[config.mk]
export PLATFORM = sky130hd
export DESIGN_NAME = mccoy_host
export DESIGN_NICKNAME = d
export VERILOG_FILES = /design/src/rtl/mccoy_pkg.sv /design/src/rtl/mccoy_trace_fifo.sv /design/src/rtl/mccoy_host.sv
export SDC_FILE = /design/constraint.sdc
export NUM_CORES = 1
export LEC_CHECK = 0
export ABC_CLOCK_PERIOD_IN_PS = 2400
export BUFFER_PORTS_ARGS = -buffer_cell sky130_fd_sc_hd__buf_2
export CELL_PAD_IN_SITES_DETAIL_PLACEMENT = 0
export CELL_PAD_IN_SITES_GLOBAL_PLACEMENT = 2
export CORE_MARGIN = 3
export CORE_UTILIZATION = 44
export CTS_CLUSTER_DIAMETER = 50
export DETAILED_ROUTE_END_ITERATION = 6
export PLACE_DENSITY_LB_ADDON = 0.1
export SYNTH_ARGS = -nofsm -noshare
export SYNTH_HDL_FRONTEND = slang
export SYNTH_SLANG_ARGS = --single-unit
[constraint.sdc]
create_clock -name clk -period 2.4 [get_ports clk]
set_clock_uncertainty 0.2 [all_clocks]
set_input_delay 0.24 -clock clk [delete_from_list [all_inputs] [get_ports clk]]
set_output_delay 0.24 -clock clk [all_outputs]
set_load 0.03 [all_outputs]
[src/rtl/mccoy_pkg.sv]
// Shared definitions for the McCoy host: interface widths, FSM states and
// the layout of one trace word.
package mccoy_pkg;

    localparam int INSTR_W    = 6;
    localparam int PC_W       = 6;
    localparam int X8_W       = 6;
    localparam int TRACE_W    = PC_W + X8_W;
    localparam int PROG_DEPTH = 64;

    typedef enum logic [1:0] {
        ST_IDLE = 2'd0,
        ST_LOAD = 2'd1,
        ST_CRST = 2'd2,
        ST_RUN  = 2'd3
    } state_e;

    // Trace word: PC in the upper half, x8 in the lower half.
    typedef struct packed {
        logic [PC_W-1:0] pc;
        logic [X8_W-1:0] x8;
    } trace_t;

    function automatic logic [TRACE_W-1:0] pack_trace(input logic [PC_W-1:0] pc,
                                                      input logic [X8_W-1:0] x8);
        trace_t t;
        t.pc = pc;
        t.x8 = x8;
        return t;
    endfunction

endpackage

[src/rtl/mccoy_trace_fifo.sv]
// Synchronous trace FIFO. A push that finds the FIFO full (and not being
// popped in the same cycle) is dropped and flagged on 'drop' for one cycle.
module mccoy_trace_fifo
    import mccoy_pkg::*;
#(
    parameter int DEPTH = 8
) (
    input  logic               clk,
    input  logic               reset,
    input  logic               clr,
    input  logic               push,
    input  logic [TRACE_W-1:0] wdata,
    input  logic               pop,
    output logic [TRACE_W-1:0] rdata,
    output logic               full,
    output logic               empty,
    output logic               drop
);

    localparam int            AW       = $clog2(DEPTH);
    localparam logic [AW-1:0] PTR_ONE  = AW'(1);
    localparam logic [AW:0]   CNT_ONE  = (AW+1)'(1);
    localparam logic [AW:0]   CNT_FULL = (AW+1)'(DEPTH);

    logic [TRACE_W-1:0] mem_q [DEPTH];
    logic [AW-1:0]      wptr_q, wptr_d;
    logic [AW-1:0]      rptr_q, rptr_d;
    logic [AW:0]        cnt_q, cnt_d;
    logic               push_ok_s, pop_ok_s;

    assign empty = (cnt_q == '0);
    assign full  = (cnt_q == CNT_FULL);
    assign rdata = mem_q[rptr_q];
    assign drop  = push & full & ~pop_ok_s;

    // Pointer and occupancy update; a pop frees the slot a full-time push needs.
    always_comb begin
        pop_ok_s  = pop & ~empty;
        push_ok_s = push & (~full | pop_ok_s);
        wptr_d    = wptr_q;
        rptr_d    = rptr_q;
        cnt_d     = cnt_q;
        if (clr) begin
            wptr_d = '0;
            rptr_d = '0;
            cnt_d  = '0;
        end else begin
            if (push_ok_s) begin
                wptr_d = wptr_q + PTR_ONE;
            end else begin
                wptr_d = wptr_q;
            end
            if (pop_ok_s) begin
                rptr_d = rptr_q + PTR_ONE;
            end else begin
                rptr_d = rptr_q;
            end
            case ({push_ok_s, pop_ok_s})
                2'b10:   cnt_d = cnt_q + CNT_ONE;
                2'b01:   cnt_d = cnt_q - CNT_ONE;
                default: cnt_d = cnt_q;
            endcase
        end
    end

    // Pointer/count registers; reset empties the FIFO.
    always_ff @(posedge clk or negedge reset) begin
        if (!reset) begin
            wptr_q <= '0;
            rptr_q <= '0;
            cnt_q  <= '0;
        end else begin
            wptr_q <= wptr_d;
            rptr_q <= rptr_d;
            cnt_q  <= cnt_d;
        end
    end

    // Storage write; contents need no reset since occupancy gates reads.
    always_ff @(posedge clk) begin
        if (push_ok_s && !clr) begin
            mem_q[wptr_q] <= wdata;
        end
    end

endmodule

[src/rtl/mccoy_host.sv]
// Host side of the McCoy core: loads a 64x6 program, holds the core in reset
// while loading, then serves instructions by PC and traces {pc, x8} until the
// core halts or the cycle budget runs out.
module mccoy_host
    import mccoy_pkg::*;
#(
    parameter int TRACE_DEPTH = 8,
    parameter int MAX_CYCLES  = 255,
    parameter int HALT_REPEAT = 2
) (
    input  logic               clk,
    input  logic               reset,
    input  logic               load_valid,
    output logic               load_ready,
    input  logic [INSTR_W-1:0] load_data,
    input  logic               load_last,
    input  logic               start,
    output logic               busy,
    output logic               done,
    output logic               timeout,
    output logic               overflow,
    output logic               core_reset,
    output logic [INSTR_W-1:0] core_instr,
    input  logic [PC_W-1:0]    core_pc,
    input  logic [X8_W-1:0]    core_x8,
    output logic               trace_valid,
    input  logic               trace_ready,
    output logic [TRACE_W-1:0] trace_data
);

    localparam logic [7:0]      MAX_C    = 8'(MAX_CYCLES);
    localparam logic [7:0]      HALT_LIM = 8'(HALT_REPEAT - 1);
    localparam logic [PC_W-1:0] LAST_A   = PC_W'(PROG_DEPTH - 1);

    logic [INSTR_W-1:0] prog_q [PROG_DEPTH];

    state_e          state_q, state_d;
    logic [PC_W-1:0] waddr_q, waddr_d;
    logic            crst_cnt_q, crst_cnt_d;
    logic [7:0]      cyc_q, cyc_d;
    logic [7:0]      halt_q, halt_d;
    logic [PC_W-1:0] prev_pc_q, prev_pc_d;
    logic            prev_vld_q, prev_vld_d;
    logic            load_ready_q, load_ready_d;
    logic            busy_q, busy_d;
    logic            done_q, done_d;
    logic            timeout_q, timeout_d;
    logic            overflow_q, overflow_d;
    logic            core_reset_q, core_reset_d;

    logic            prog_we_s;
    logic [PC_W-1:0] prog_wa_s;
    logic            fifo_push_s, fifo_clr_s;
    logic            fifo_full_s, fifo_empty_s, fifo_drop_s;

    assign load_ready  = load_ready_q;
    assign busy        = busy_q;
    assign done        = done_q;
    assign timeout     = timeout_q;
    assign overflow    = overflow_q;
    assign core_reset  = core_reset_q;
    assign trace_valid = ~fifo_empty_s;

    mccoy_trace_fifo #(.DEPTH(TRACE_DEPTH)) u_fifo (
        .clk   (clk),
        .reset (reset),
        .clr   (fifo_clr_s),
        .push  (fifo_push_s),
        .wdata (pack_trace(core_pc, core_x8)),
        .pop   (trace_ready),
        .rdata (trace_data),
        .full  (fifo_full_s),
        .empty (fifo_empty_s),
        .drop  (fifo_drop_s)
    );

    // Instruction fetch is combinational so the core sees prog[pc] in the same cycle.
    always_comb begin
        if (state_q == ST_RUN) begin
            core_instr = prog_q[core_pc];
        end else begin
            core_instr = {INSTR_W{1'b0}};
        end
    end

    // Next-state and next-output logic for load, core-reset and run phases.
    always_comb begin
        state_d     = state_q;
        waddr_d     = waddr_q;
        crst_cnt_d  = crst_cnt_q;
        cyc_d       = cyc_q;
        halt_d      = halt_q;
        prev_pc_d   = prev_pc_q;
        prev_vld_d  = prev_vld_q;
        done_d      = done_q;
        timeout_d   = timeout_q;
        overflow_d  = overflow_q;
        prog_we_s   = 1'b0;
        prog_wa_s   = waddr_q;
        fifo_push_s = 1'b0;
        fifo_clr_s  = 1'b0;
        case (state_q)
            ST_IDLE: begin
                if (load_valid) begin
                    // A load beat wins over start; a single-beat program stays idle.
                    prog_we_s = 1'b1;
                    prog_wa_s = {PC_W{1'b0}};
                    waddr_d   = PC_W'(1);
                    if (load_last) begin
                        state_d = ST_IDLE;
                    end else begin
                        state_d = ST_LOAD;
                    end
                end else if (start) begin
                    state_d    = ST_CRST;
                    crst_cnt_d = 1'b0;
                    done_d     = 1'b0;
                    timeout_d  = 1'b0;
                    overflow_d = 1'b0;
                end else begin
                    state_d = ST_IDLE;
                end
            end
            ST_LOAD: begin
                if (load_valid) begin
                    prog_we_s = 1'b1;
                    prog_wa_s = waddr_q;
                    waddr_d   = waddr_q + PC_W'(1);
                    if (load_last || (waddr_q == LAST_A)) begin
                        state_d = ST_IDLE;
                    end else begin
                        state_d = ST_LOAD;
                    end
                end else begin
                    state_d = ST_LOAD;
                end
            end
            ST_CRST: begin
                fifo_clr_s = 1'b1;
                cyc_d      = 8'd0;
                halt_d     = 8'd0;
                prev_vld_d = 1'b0;
                done_d     = 1'b0;
                timeout_d  = 1'b0;
                overflow_d = 1'b0;
                if (crst_cnt_q) begin
                    crst_cnt_d = 1'b0;
                    state_d    = ST_RUN;
                end else begin
                    crst_cnt_d = 1'b1;
                    state_d    = ST_CRST;
                end
            end
            ST_RUN: begin
                fifo_push_s = 1'b1;
                cyc_d       = cyc_q + 8'd1;
                if (prev_vld_q && (core_pc == prev_pc_q)) begin
                    halt_d = halt_q + 8'd1;
                end else begin
                    halt_d = 8'd0;
                end
                prev_pc_d  = core_pc;
                prev_vld_d = 1'b1;
                // A drop can only happen while the FIFO is full.
                overflow_d = overflow_q | (fifo_drop_s & fifo_full_s);
                // Budget expiry takes precedence so timeout is reported.
                if (cyc_d == MAX_C) begin
                    done_d    = 1'b1;
                    timeout_d = 1'b1;
                    state_d   = ST_IDLE;
                end else if (halt_d == HALT_LIM) begin
                    done_d  = 1'b1;
                    state_d = ST_IDLE;
                end else begin
                    state_d = ST_RUN;
                end
            end
            default: begin
                state_d = ST_IDLE;
            end
        endcase
        load_ready_d = (state_d == ST_IDLE) || (state_d == ST_LOAD);
        busy_d       = (state_d != ST_IDLE);
        core_reset_d = (state_d != ST_RUN);
    end

    // FSM state, counters and registered outputs; reset forces IDLE with the core held.
    always_ff @(posedge clk or negedge reset) begin
        if (!reset) begin
            state_q      <= ST_IDLE;
            waddr_q      <= '0;
            crst_cnt_q   <= 1'b0;
            cyc_q        <= 8'd0;
            halt_q       <= 8'd0;
            prev_pc_q    <= '0;
            prev_vld_q   <= 1'b0;
            load_ready_q <= 1'b1;
            busy_q       <= 1'b0;
            done_q       <= 1'b0;
            timeout_q    <= 1'b0;
            overflow_q   <= 1'b0;
            core_reset_q <= 1'b1;
        end else begin
            state_q      <= state_d;
            waddr_q      <= waddr_d;
            crst_cnt_q   <= crst_cnt_d;
            cyc_q        <= cyc_d;
            halt_q       <= halt_d;
            prev_pc_q    <= prev_pc_d;
            prev_vld_q   <= prev_vld_d;
            load_ready_q <= load_ready_d;
            busy_q       <= busy_d;
            done_q       <= done_d;
            timeout_q    <= timeout_d;
            overflow_q   <= overflow_d;
            core_reset_q <= core_reset_d;
        end
    end

    // Program storage write port; contents survive reset by design.
    always_ff @(posedge clk) begin
        if (prog_we_s) begin
            prog_q[prog_wa_s] <= load_data;
        end
    end

endmodule

== Word level (Yosys, flattened, before mapping) ==
Memories as Yosys holds them, arrays and structs flattened.
Cells that the tools add are included.
Word-level totals
  output and inout port bits: 25
  memories kept: 2
  input port bits: 24
  word-level logic and storage cells: 119
  register bits after elaboration: 48
  memory bits (writable): 480
Operators by class
  reductions and logical operators: 22
  mux-type cells: 44
  $add $sub $neg: 7
  equal/unequal tests: 18
  bitwise logic cells: 10
Memories
  prog_q: depth 64, width 6, rd ports 1, clocked after Yosys merged registers in 0, wr ports 1, line mccoy_host.sv:35  | logic [INSTR_W-1:0] prog_q [PROG_DEPTH];
  u_fifo.mem_q: depth 8, width 12, rd ports 1, clocked after Yosys merged registers in 0, wr ports 1, line mccoy_trace_fifo.sv:25  | logic [TRACE_W-1:0] mem_q [DEPTH];
Operator list (count)
  8-bit case mux with 2 select lines: 2
  6-bit two-way mux: 5
  1-bit two-way mux: 17
  8-bit by 1-bit adder with 8-bit output (second input constant): 2
  8-bit two-way mux: 2
  3-bit two-way mux: 4
  6-bit case mux with 2 select lines: 1
  2-bit nonzero test: 6
  2-bit two-way mux: 5
  2-bit != test (second input constant): 5
  1-bit case mux with 3 select lines: 3
  3-bit AND reduction: 3
  8-bit by 1-bit == test with 1-bit output (second input constant): 1
  8-bit == test (second input constant): 1
  2-bit case mux with 4 select lines: 1
  4-bit case mux with 2 select lines: 1
  4-bit AND reduction: 2
  3-bit by 1-bit adder with 3-bit output (second input constant): 2
  6-bit by 1-bit adder with 6-bit output (second input constant): 1
  2-bit by 1-bit == test with 1-bit output (second input constant): 3
  2-bit == test (second input constant): 3
  6-bit == test: 1
  6-bit == test (second input constant): 1
  3-bit nonzero test: 2
  other kinds (16): 27

== Logic depth before layout (Yosys ltp) ==
Gate-level depths: netlist of the first run.
  word-level depth: 10
  gate-level depth with buffers: 9
  gate-level depth less buffers: 8

== Hierarchy ==
A second synthesis of the first run with hierarchy kept.
Unflattened totals
  cells, all modules: 1165
  area, all modules: 21406.8 µm²
Modules (own cells, without submodules)
  mccoy_host: area each 17077.6 µm², cells each 946, sequential area each 12484.5 µm², instances 1
  mccoy_trace_fifo: area each 4329.2 µm², cells each 219, sequential area each 3133.0 µm², instances 1

== Worst setup path before layout of the first run ==
OpenSTA, ideal clock, no wires.
  path type: reg2reg
  start: reg u_fifo.cnt_q[1]
  end: mem u_fifo.mem_q[0][0] in the netlist's numbering, enable pin
  period minus slack after synthesis: 2.491 ns
  setup time: 0.396 ns
  data required time: 1.804 ns
  path slack: -0.091 ns
  arrival: 1.894 ns
  cell stages (with the launch flop): 5
  buffers on the path: 0
  cells stage by stage: dfrtp_1 -> nor3_1 -> a31oi_1 -> nand2b_1 -> nor3_1
Between the ends
  cells in the longest elaborated chain, start to end: 8
  elaborated cells on any way between the ends: 10
  those cells by class: 1 x eq/ne; 2 x mux; 5 x bitwise; 2 x reduce/logical
Ends and longest elaborated chain
  start, declared: line mccoy_trace_fifo.sv:28  | logic [AW:0] cnt_q, cnt_d;
  start signal, assigned: line mccoy_trace_fifo.sv:75  | cnt_q <= cnt_d;
  4-bit zero test: line mccoy_trace_fifo.sv:31  | assign empty = (cnt_q == '0);
  1-bit NOT: line mccoy_trace_fifo.sv:38  | pop_ok_s = pop & ~empty;
  1-bit AND: line mccoy_trace_fifo.sv:38
  1-bit OR *: line mccoy_trace_fifo.sv:39  | push_ok_s = push & (~full | pop_ok_s);
  1-bit AND *: line mccoy_trace_fifo.sv:39
  1-bit logical AND *: line mccoy_trace_fifo.sv:81  | if (push_ok_s && !clr) begin
  1-bit two-way mux *: line mccoy_trace_fifo.sv:81
  1-bit two-way mux (not written as such) *: line mccoy_trace_fifo.sv:82  | mem_q[wptr_q] <= wdata;
  end, declared: line mccoy_trace_fifo.sv:25
Every way passes the cells marked *; elsewhere a longest branch is shown, timed or not.

== Worst setup path after layout of the first run ==
  start: mem prog_q[10][1]
  end: out core_instr[1]
Between the ends
  cells in the longest elaborated chain, start to end: 2
Ends and longest elaborated chain
  start, declared: line mccoy_host.sv:35
  memory 64 x 6 bit
  6-bit two-way mux: line mccoy_host.sv:79  | if (state_q == ST_RUN) begin
  end, declared: line mccoy_host.sv:23  | output logic [INSTR_W-1:0] core_instr,
Every way passes these cells.

==> impl_metrics.yaml, run 1 <==
clock_tree:
  path_clk_slew_ps: 60
  clock_sinks: 528
  cts_tree: "done"
  h-tree-depth: 2
  root_buffer: "clkbuf_16"
  cts_buffers: 59
  clockBufferDepth: 3
  worstSkewPairLatency_ps: 600
power_and_ir_drop:
  p_leak_uw: 0.00929
  power_uw: 25600
  power_density_nw_per_um2: 959
  peakVddDrop_v: 0.000604
timing:
  slew_viol_final: 0
  post-route-period-util: 1.21
  fin_setup_tns_ps: -4930
  whs_ps: 49.6
  hold_viol_final: 0
  min_period_ps: 2900
  max_freq_mhz: 345
  tightest_slew_ps: 845
  setup_viol: 18
  rsz0062_at_grt: "true"
  slew_headroom: 0.435
  finalWorstSetupSlack_ps: -498
setup_path:
  crit_fanout: 1
  cp-end-kind: "primary output"
  start_kind: "register"
  required_ps: 1960
  cp_data_arrival_time_ps: 2460
  path_class: "register to primary output"
detailed_routing:
  wl_met3_um: 2730
  num_vias: 11700
  wire_per_inst_um: 24.3
  wl_met1_um: 23000
  first_pass_iters: 5
  drt-initial-drc-count: 810
  drc: 0
  top_layer_used: "met4"
  routed_wl_um: 51700
  vias_per_cell: 5.50
  postRouteAntennaNets: 0
  dr_wl_met2_um: 25000
floorplan:
  ios: 49
  placementRows: 80
  coreArea_sq_um: 48000
  die_h_um: 227
  die-width_um: 227
  start_util: 0.448
  die_area_sq_um: 51600
logic_synthesis:
  avgSynthCellArea_sq_um: 18.4
  async_reset_ff_frac: 0.0909
  synth_edf_count: 480
  synth_compound_area_frac: 0.0355
  synthDistinctLibCells: 64
  synthMuxAreaShare: 0.149
  synth_ff_type: "edfxtp_1"
  synthCells: 1168
  synth_fa_ha_area_frac: 0.00558
  synth_top_family_by_area: "multiplexers"
  synth_area_sq_um: 21500
  synth-simple-area-share: 0.0576
  synth-seq-area-share: 0.726
  ys_ff_latch: 528
  ys_warn_count: 0
  synth_fp_nets: 1201
  synth-xor-area-share: 0.00611
global_routing:
  overflow: 0
  track_usage: 0.207
  grt_max_degree: 65
  grt_pass1_wl_um: 78300
  grt_antenna_before_repair: 0
  grt_pass1_vias: 12100
layout:
  drive_above_1_share: 0.360
  finalNetCount: 1499
  antenna_cells: 0
  synthToLayoutAreaGrowth_pct: 24.0
  finish.utilization: 0.555
place:
  portBuffers: 48
  place_congestion: 0.780
  place_hpwl_um: 33900
run:
  maxCapViolations: 0
min_path:
  worstHoldPathType: "primary input to register"
status:
  violations: "negative setup slack"
  status: "finished, violations left"
timing repair:
action / 4_1_cts / 5_1_grt
endpoints found under the hold margin: 257 / 0
pin swaps: 16 / 12
gates cloned: 3 / 0
hold buffers: 24 / 0
setup endpoints to repair: 56 / 130
buffers inserted: 6 / 2
resized for setup: 100 / 26
power by group:
part	switching [uW]	internal, uW
registers	342	10600
clock network	3690	5200
logic	3080	2640
total	7120	18500
cell usage after synthesis, types with 9 or more instances:
library cell | number | area (sq um)
nor2_1 | 101 | 379
edfxtp_1 | 480 | 14400
nand3_1 | 25 | 125
buf_4 | 13 | 97.6
mux2i_1 | 30 | 300
nand2b_1 | 10 | 62.6
o22ai_1 | 11 | 68.8
mux2_2 | 13 | 146
nor2b_1 | 10 | 62.6
buf_2 | 11 | 55.1
o21ai_0 | 34 | 170
buf_6 | 11 | 124
mux4_1 | 22 | 578
dfrtp_1 | 46 | 1150
a21oi_1 | 13 | 65.1
xnor2_1 | 9 | 78.8
inv_1 | 14 | 52.6
nand4_1 | 11 | 68.8
mux4_2 | 97 | 2180
clkbuf_1 | 18 | 67.6
nand2_1 | 70 | 263
nor3_1 | 10 | 50.1
worst paths after layout:
kind | start | end | cells after the start | slack, ps
min in group asynchronous | reset | timeout | 3 | 480
hold reg to reg | prev_vld_q | prev_vld_q | 1 | 290
max in group asynchronous | reset | state_q[1] | 4 | 980
setup / recovery | prog_q[10][1] | core_instr[1] | 6 | -500
hold / removal | core_pc[0] | u_fifo.mem_q[0][6] | 2 | 50
setup reg to reg | state_q[1] | prog_q[1][2] | 7 | 90
flip-flops by register name, summed over array words and instances, names as in the netlist, 2 cells and up:
name,cells
cyc_q,8
halt_q,8
prev_pc_q,6
prog_q,384
state_q,2
u_fifo.cnt_q,4
u_fifo.mem_q,96
u_fifo.rptr_q,3
u_fifo.wptr_q,3
waddr_q,6
critical path: stages (launching register included):
cell,delay (ps)
edfxtp_1,370
mux4_2,480
mux4_2,520
clkinv_4,90
a221oi_2,60
a21o_1,200
buf_6,150
metrics by stage:
step	setup WS [ps]	instance area [sq um]	instances
finish	-498	26700	2130
global route	-592	26700	2130
CTS	-557	26600	2133
detailed placement	-350	24100	1990
global placement	-350	24100	1990
floorplan	11.1	21500	1168
cells by family (layout without fill, tap and decap cells):
logic type                 after synthesis  after routing
DFF                                    528            528
xor gates and xnor gates                15             15
muxes                                  162            162
AOI/OAI and AO/OA                      112            112
adders and majority gates                9              9
and+or+nand+nor                        270            270
buffers and inverters                   72            419
placed cells by master (no fill, tap or decap), drive strengths merged, types with 11 or more instances in the layout:
cell           n
edfxtp       480
buf          270
mux4         119
nor2         101
nand2         70
clkbuf        68
dfrtp         46
o21ai         35
mux2i         30
clkinv        27
nand3         25
dlygate4sd3   22
inv           22
mux2          13
a21oi         13
nand4         11
o22ai         11
nor3          11
final cells by class:
| cell class | count | area [sq um] |
|---|---|---|
| multi-input cells | 568 | 5700 |
| flip-flops and latches | 528 | 15600 |
| inverters | 17 | 68.8 |
| well taps | 615 | 769 |
| fillers | 3798 | 21400 |
| repair buffers | 292 | 2570 |
| clock inverters | 42 | 388 |
| clock buffers | 68 | 1550 |
routing by layer:
layer,global-route usage,up-vias
met4,0.0528,0
met5,0,-
met1,0.292,6058
li1,-,5308
met2,0.339,291
met3,0.0366,68
No activity file was read; power rests on OpenSTA's default activity.
==> run 2: changes to the inputs <==
--- a/config.mk
+++ b/config.mk
@@ -14,6 +14,8 @@
 export CTS_CLUSTER_DIAMETER = 50
 export DETAILED_ROUTE_END_ITERATION = 6
 export PLACE_DENSITY_LB_ADDON = 0.1
+export SETUP_SLACK_MARGIN = 0.2
+export SKIP_CTS_REPAIR_TIMING = 1
 export SYNTH_ARGS = -nofsm -noshare
 export SYNTH_HDL_FRONTEND = slang
 export SYNTH_SLANG_ARGS = --single-unit
==> impl_metrics.yaml, run 2 (synthesized netlist as in run 1, its figures left out) <==
clock_tree:
  cts_buffers: 59
  path_clk_slew_ps: 60
  clock_sinks: 528
  clockBufferDepth: 3
  root_buffer: "clkbuf_16"
  cts_tree: "done"
  worstSkewPairLatency_ps: 610
  h-tree-depth: 2
detailed_routing:
  postRouteAntennaNets: 0
  wire_per_inst_um: 24.3
  vias_per_cell: 5.55
  first_pass_iters: 5
  drt-initial-drc-count: 817
  num_vias: 11800
  routed_wl_um: 51600
  drc: 0
global_routing:
  grt_pass1_wl_um: 76400
  track_usage: 0.202
  grt_pass1_vias: 11700
  overflow: 0
  grt_antenna_before_repair: 0
  grt_max_degree: 65
layout:
  layout_commonest_cell: "edfxtp_1"
  layout_common_cells: "edfxtp_1, buf_4, mux4_2, nor2_1, nand2_1"
  largest_reg_flops: 384
  antenna_cells: 0
  regMostFlops: "prog_q"
  drive_above_1_share: 0.377
  final_cell_count_no_fill: 2127
  finish.utilization: 0.563
  final_area_sq_um: 27100
  top_regs: "prog_q: 384 flops, u_fifo.mem_q: 96 flops"
  finalNetCount: 1496
  synthToLayoutAreaGrowth_pct: 25.8
place:
  post-place-ws_ps: -352
  place_congestion: 0.837
  placed_cell_area_sq_um: 24000
  portBuffers: 48
  dp.cells: 1981
  place_hpwl_um: 33400
timing:
  slew_viol_final: 0
  max_freq_mhz: 336
  whs_ps: -13.3
  hold_viol_final: 1
  setup_viol: 18
  rsz0062_at_grt: "true"
  slew_headroom: 0.531
  tightest_slew_ps: 703
  finalWorstSetupSlack_ps: -578
  post-route-period-util: 1.24
  min_period_ps: 2980
setup_path:
  cp_data_arrival_time_ps: 2540
  critPathSlowestCell: "mux4_2"
  crit_fanout: 1
  crit_path_max_incr_delay_ps: 520
  path_class: "register to primary output"
  crit_chain: "mux4_2, mux4_2, inv_2, a221oi_2, a21o_1, buf_6"
  start_kind: "register"
  cp-end-kind: "primary output"
  required_ps: 1960
  cpMostUsedCell: "mux4_2"
floorplan:
  placementRows: 80
  coreArea_sq_um: 48000
  start_util: 0.448
  die_h_um: 227
  ios: 49
  die_area_sq_um: 51600
  die-width_um: 227
run:
  maxCapViolations: 0
status:
  violations: "negative hold slack, negative setup slack"
  status: "finished, violations left"
power_and_ir_drop:
  power_density_nw_per_um2: 978
  peakVddDrop_v: 0.000666
  p_leak_uw: 0.00935
min_path:
  worstHoldPathType: "primary input to register"
==> run 2: area by class of cell <==
| class | count | area (sq um) |
|---|---|---|
| clock buffer | 68 | 1510 |
| clock inverter | 42 | 572 |
| fill | 3725 | 21000 |
| inverter | 17 | 67.6 |
| multi-input combinational | 568 | 5940 |
| sequential | 528 | 15600 |
| tap | 615 | 769 |
| timing repair buffer | 289 | 2590 |
==> run 2: metal layers <==
metal  track usage  vias up  wire (um)
met5             0        -          0
li1              -     5310          -
met4        0.0591        0       1180
met2         0.320      272      24500
met3        0.0267       81       2220
met1         0.297     6142      23700
==> run 2: power by group <==
| part | switching, uW | leakage, uW | internal [uW] |
|---|---|---|---|
| logic | 3220 | 0.00343 | 2750 |
| registers | 370 | 0.00492 | 10600 |
| clock network | 3680 | 0.00101 | 5840 |
| total | 7270 | 0.00935 | 19200 |
==> run 2: per-stage QoR <==
step	total power (uW)	TNS, ps
finish	26500	-5560
global route	27600	-6790
CTS	25700	-8590
detailed placement	16200	-2480
global placement	16100	-3290
floorplan	14100	0
==> run 2: path summary, 6_finish.rpt <==
kind,from,to,slack [ps],depth (start not counted)
min,core_pc[1],prev_pc_q[1],-10,4
min reg2reg,prev_vld_q,prev_vld_q,280,1
max,prog_q[11][1],core_instr[1],-580,6
min in group asynchronous,reset,cyc_q[4],550,4
max in group asynchronous,reset,load_ready,1160,4
max reg2reg,u_fifo.cnt_q[1],u_fifo.cnt_q[3],90,8
==> run 2: worst max-delay path: cells and delay by family (launching register included) <==
| family | cells | cell delay [ps] |
|---|---|---|
| compound gates | 2 | 290 |
| mux | 2 | 1010 |
| flops | 1 | 380 |
| buf+inv | 2 | 250 |
